$ cat src/rtl/mole_pkg.sv
// mole_pkg: shared state encoding, LFSR constants and score width for the mole sequencer.
package mole_pkg;
  typedef enum logic [1:0] {IDLE, GAP, UP, DONE} state_t;
  localparam logic [7:0] LFSR_SEED = 8'hA5;
  localparam logic [7:0] LFSR_TAPS = 8'b1011_1000;
  localparam int SCORE_W = 8;
  function automatic logic [7:0] lfsr_next(input logic [7:0] l);
    return {l[6:0], ^(l & LFSR_TAPS)};
  endfunction
endpackage

$ cat src/rtl/mole_sequencer_tick_gen.sv
// tick_gen: prescaler emitting a one-cycle enable every TICK_DIV clocks.
module tick_gen #(
  parameter int TICK_DIV = 1_000_000
) (
  input  logic clock,
  input  logic reset,
  input  logic clear,
  output logic tick
);
  localparam int W = $clog2(TICK_DIV);
  logic [W-1:0] cnt;
  assign tick = cnt == W'(TICK_DIV - 1);
  always_ff @(posedge clock or posedge reset)
    if (reset) cnt <= '0;
    else cnt <= (clear || tick) ? '0 : cnt + W'(1);
endmodule

$ cat src/rtl/mole_sequencer.sv
// mole_sequencer: whack-a-mole round controller; pops moles at pseudo-random holes,
// scores hits, counts misses and shortens up-time as the round goes on.
module mole_sequencer
  import mole_pkg::*;
#(
  parameter int TICK_DIV      = 1_000_000,
  parameter int NUM_HOLES     = 8,
  parameter int GAP_TICKS     = 30,
  parameter int UP_TICKS_INIT = 100,
  parameter int UP_TICKS_MIN  = 20,
  parameter int UP_STEP       = 5,
  parameter int ROUND_MOLES   = 30
) (
  input  logic                 clock,
  input  logic                 reset,
  input  logic                 start,
  input  logic [NUM_HOLES-1:0] hit,
  output logic [NUM_HOLES-1:0] mole,
  output logic [SCORE_W-1:0]   score,
  output logic [SCORE_W-1:0]   misses,
  output logic                 busy,
  output logic                 done
);
  localparam int HB = $clog2(NUM_HOLES);
  state_t state;
  logic [7:0] lfsr, up_time, count;
  logic [15:0] tcnt, last;
  logic [HB-1:0] hole, cand, next_hole;
  logic tick, tick_end, struck, last_mole;
  tick_gen #(.TICK_DIV(TICK_DIV)) u_tick (
    .clock(clock),
    .reset(reset),
    .clear(state == IDLE),
    .tick (tick)
  );
  // hole holds the previously lit hole, so a repeat candidate is bumped by one
  assign cand      = lfsr[HB-1:0];
  assign next_hole = (cand == hole) ? cand + HB'(1) : cand;
  assign last      = (state == GAP) ? 16'(GAP_TICKS - 1) : {8'd0, up_time - 8'd1};
  assign tick_end  = tick && (tcnt == last);
  assign struck    = hit[hole];
  assign last_mole = (count + 8'd1) == 8'(ROUND_MOLES);
  always_ff @(posedge clock or posedge reset)
    if (reset) begin
      state   <= IDLE;
      lfsr    <= LFSR_SEED;
      up_time <= 8'(UP_TICKS_INIT);
      count   <= '0;
      tcnt    <= '0;
      hole    <= '0;
      mole    <= '0;
      score   <= '0;
      misses  <= '0;
      busy    <= 1'b0;
      done    <= 1'b0;
    end else begin
      lfsr <= lfsr_next(lfsr);
      done <= 1'b0;
      case (state)
        IDLE: if (start) begin
          state   <= GAP;
          score   <= '0;
          misses  <= '0;
          count   <= '0;
          tcnt    <= '0;
          up_time <= 8'(UP_TICKS_INIT);
          busy    <= 1'b1;
        end
        GAP: if (tick_end) begin
          state <= UP;
          hole  <= next_hole;
          mole  <= NUM_HOLES'(1) << next_hole;
          tcnt  <= '0;
        end else if (tick) tcnt <= tcnt + 16'd1;
        UP: if (struck || tick_end) begin
          mole  <= '0;
          tcnt  <= '0;
          count <= count + 8'd1;
          if (struck) begin
            score   <= (score == 8'hFF) ? score : score + 8'd1;
            up_time <= (int'(up_time) >= UP_TICKS_MIN + UP_STEP) ? up_time - 8'(UP_STEP) : 8'(UP_TICKS_MIN);
          end else misses <= misses + 8'd1;
          state <= last_mole ? DONE : GAP;
          busy  <= !last_mole;
          done  <= last_mole;
        end else if (tick) tcnt <= tcnt + 16'd1;
        default: state <= IDLE;
      endcase
    end
endmodule

$ cat config.mk
export PLATFORM = sky130hd
export DESIGN_NAME = mole_sequencer
export DESIGN_NICKNAME = d
export VERILOG_FILES = /design/src/rtl/mole_pkg.sv /design/src/rtl/mole_sequencer_tick_gen.sv /design/src/rtl/mole_sequencer.sv
export SDC_FILE = /design/constraint.sdc
export NUM_CORES = 1
export LEC_CHECK = 0
export BUFFER_PORTS_ARGS = -buffer_cell sky130_fd_sc_hd__buf_4
export CORE_UTILIZATION = 55
export DETAILED_ROUTE_END_ITERATION = 8
export HOLD_SLACK_MARGIN = 0.1
export PLACE_DENSITY = 0.74
export SLEW_MARGIN = 20
export SYNTH_ARGS = -nofsm -noshare
export SYNTH_HDL_FRONTEND = slang
export SYNTH_HIERARCHICAL = 1
export SYNTH_SLANG_ARGS = --single-unit
$ cat constraint.sdc
create_clock -name clock -period 3.55 [get_ports clock]
set_input_delay 0.71 -clock clock [delete_from_list [all_inputs] [get_ports clock]]
set_output_delay 0.71 -clock clock [all_outputs]
set_load 0.02 [all_outputs]
==> flow_summary.yaml <==
grt:
  grt_pass1_wl_um: 20000
  antenna_found_initial: 0
  grt.total_usage_pct: 24.9
  grt_pass1_vias: 4275
  overflow: 0
  grt_max_degree: 39
worst_hold_path:
  hold_path.class: "flip-flop to flip-flop"
floorplanning:
  io_pins: 37
  dieArea_sq_um: 10200
  die_h_um: 101
  core.rowCount: 35
  core-area_sq_um: 9370
  start_util_pct: 57.5
  die_x_um: 101
detailed_routing:
  firstDrtPassIters: 5
  dr.max_layer_used: "met4"
  wl_met1_um: 5480
  finalWirelength_um: 11700
  drt_iter0_drc: 290
  ant_nets: 0
  met2WireLength_um: 5560
  routedWlPerCell_um: 15.6
  wl_met3_um: 456
  drcViolationCount: 0
  vias: 4405
  viasPerCell: 5.89
timing:
  fmax_ghz: 0.329
  finClkSkew_ps: 20.6
  finalSetupViolations: 0
  setup_tns_ps: 0
  hold_viol_final: 0
  tightest_slew_ps: 936
  setup_ws_ps: 513
  drv_slew: 0
  grt_setup_unrepaired: "false"
  min_period_ps: 3040
  relSlewSlack_pct: 37.0
  min_period_over_period_pct: 85.5
clock_tree:
  cts_sinks: 91
  ctsRootBufferMaster: "clkbuf_8"
  clock_path_buffers: 2
  cts_resized: 0
  clkLatencyLatePin_ps: 370
  clk_pin_slew_worst_paths_ps: 90
  hold_buffers: 0
  cts_setup_buffers: 0
  cts_tree: "built"
  ctsHtreeMaxLevel: 3
  cts_made_buffers: 9
critical_path:
  cp.required_ps: 3800
  cp-endpoint: "mole[5]"
  r2r_end: "mole[5]"
  cp-end-kind: "flip-flop"
  cp.arrival_ps: 3290
  crit_fanout: 13
  ff2ff_setup_slack_ps: 510
  criticalPathCategory: "flip-flop to flip-flop"
  critPathLaunch: "up_time[3]"
  startpoint_type: "flip-flop"
  r2r_start: "up_time[3]"
  ff2ff_path_depth: 7
placed_design:
  gp_congestion: 0.938
  post-place-ws_ps: 414
  dp_hpwl_um: 8410
  io_buffers: 36
layout:
  area_delta_synth_final_pct: 11.5
  nFillCells: 781
  antenna_cells: 0
  final_cell_mix: "84 x dfrtp_1, 65 x nand2_1, 59 x nor2_1, 42 x buf_4, 33 x nand3_1"
  final_nets: 638
  layout_commonest_cell: "dfrtp_1"
  drive_gt1_share_pct: 15.7
synth:
  seq_area_frac_synth_pct: 42.4
  synth_enable_flop_cells: 0
  netlist_instances: 583
  syn-cell-area_sq_um: 5390
  syn-mean-instance-area_sq_um: 9.25
  yosys_warnings: 6
  synth_cell_types: 69
  synthArstFlopShare_pct: 100
  ys.flop_type: "dfrtp_1"
  ys_ff_latch: 91
  syn_nets: 607
pwr:
  p_leak_nw: 2.62
  p_per_area_nw_per_um2: 557
  ir_drop_uv: 290
run_status:
  status: "finished clean"
flow_run:
  maxCapViolCount: 0
[stage by stage]
stage | cell area [sq um] | util [%] | cells | total power [mW] | hold WS (ps)
floorplan | 5390 | - | 583 | 2.24 | 333
finish | 6010 | 64.2 | 748 | 3.35 | 368
detailed placement | 5780 | 61.7 | 732 | 2.54 | 349
CTS | 6010 | 64.2 | 748 | 3.36 | 373
global route | 6010 | 64.2 | 748 | 3.57 | 374
global placement | 5780 | 61.7 | 732 | 2.49 | 337
[area by class of cell]
type                       count  area [sq um]  share of cell area (%)
clock buffer                  10           138                    2.29
inverter                      24          90.1                    1.50
timing repair buffer          43           335                    5.58
tap                          129           161                    2.68
sequential                    91          2290                    38.0
multi-input combinational    445          2910                    48.4
clock inverter                 6          95.1                    1.58
[power by group]
group	internal [mW]	switching [mW]	total, mW
clock	0.423	0.384	0.807
sequential	1.13	0.140	1.27
combinational	0.454	0.816	1.27
total	2.01	1.34	3.35
[sequential cells by signal (all words and copies together) (netlist names), 3 cells and up]
name,count
score,8
mole,8
u_tick/cnt,20
up_time,8
hole,3
count,8
lfsr,8
misses,8
tcnt,16
[routing by layer]
| metal | up-vias | global-route usage, % |
|---|---|---|
| li1 | 2139 | - |
| met5 | - | 0 |
| met3 | 14 | 4.99 |
| met4 | 0 | 8.47 |
| met2 | 97 | 41.3 |
| met1 | 2155 | 32.7 |
[cell families (layout without fill, tap and decap cells)]
| group | count (synthesis) | after routing | synth area share (%) |
|---|---|---|---|
| xor+xnor | 32 | 32 | 5.45 |
| compound gates | 97 | 97 | 12.7 |
| buf+inv | 47 | 83 | 3.69 |
| mux | 33 | 33 | 7.15 |
| flops | 91 | 91 | 42.4 |
| fa+ha+maj | 13 | 13 | 3.02 |
| simple gates | 270 | 270 | 25.6 |
[how the worst min path moves through the flow]
stage | from | to | slack, ps | cells past startpoint
finish | lfsr[6] | lfsr[7] | 370 | 0
global route | lfsr[6] | lfsr[7] | 370 | 0
CTS | lfsr[6] | lfsr[7] | 370 | 0
detailed placement | lfsr[6] | lfsr[7] | 350 | 0
global placement | lfsr[6] | lfsr[7] | 340 | 0
floorplan | lfsr[6] | lfsr[7] | 330 | 0
[cell usage after synthesis (all sizes together) (12+ instances only)]
library cell,count,area share (%)
o21ai,24,2.2
nor2,60,4.2
nand3,33,3.1
dfrtp,84,39
clkbuf,17,1.2
nand2,66,4.6
mux2,14,2.9
a21oi,19,2.0
nor3,18,1.9
nand4,19,2.5
ha,13,3.0
xor2,12,1.9
nand2b,14,1.6
inv,24,1.7
xnor2,19,3.1
mux2i,17,3.4
[critical path: stages (launching register included)]
cell and delay [ps]:
dfrtp_1 520, or3_1 550, or4_1 430, a21o_1 200, xor2_1 270, o211ai_4 240, a21oi_4 350, mux2_2 380
No activity file was read; power rests on OpenSTA's default activity.
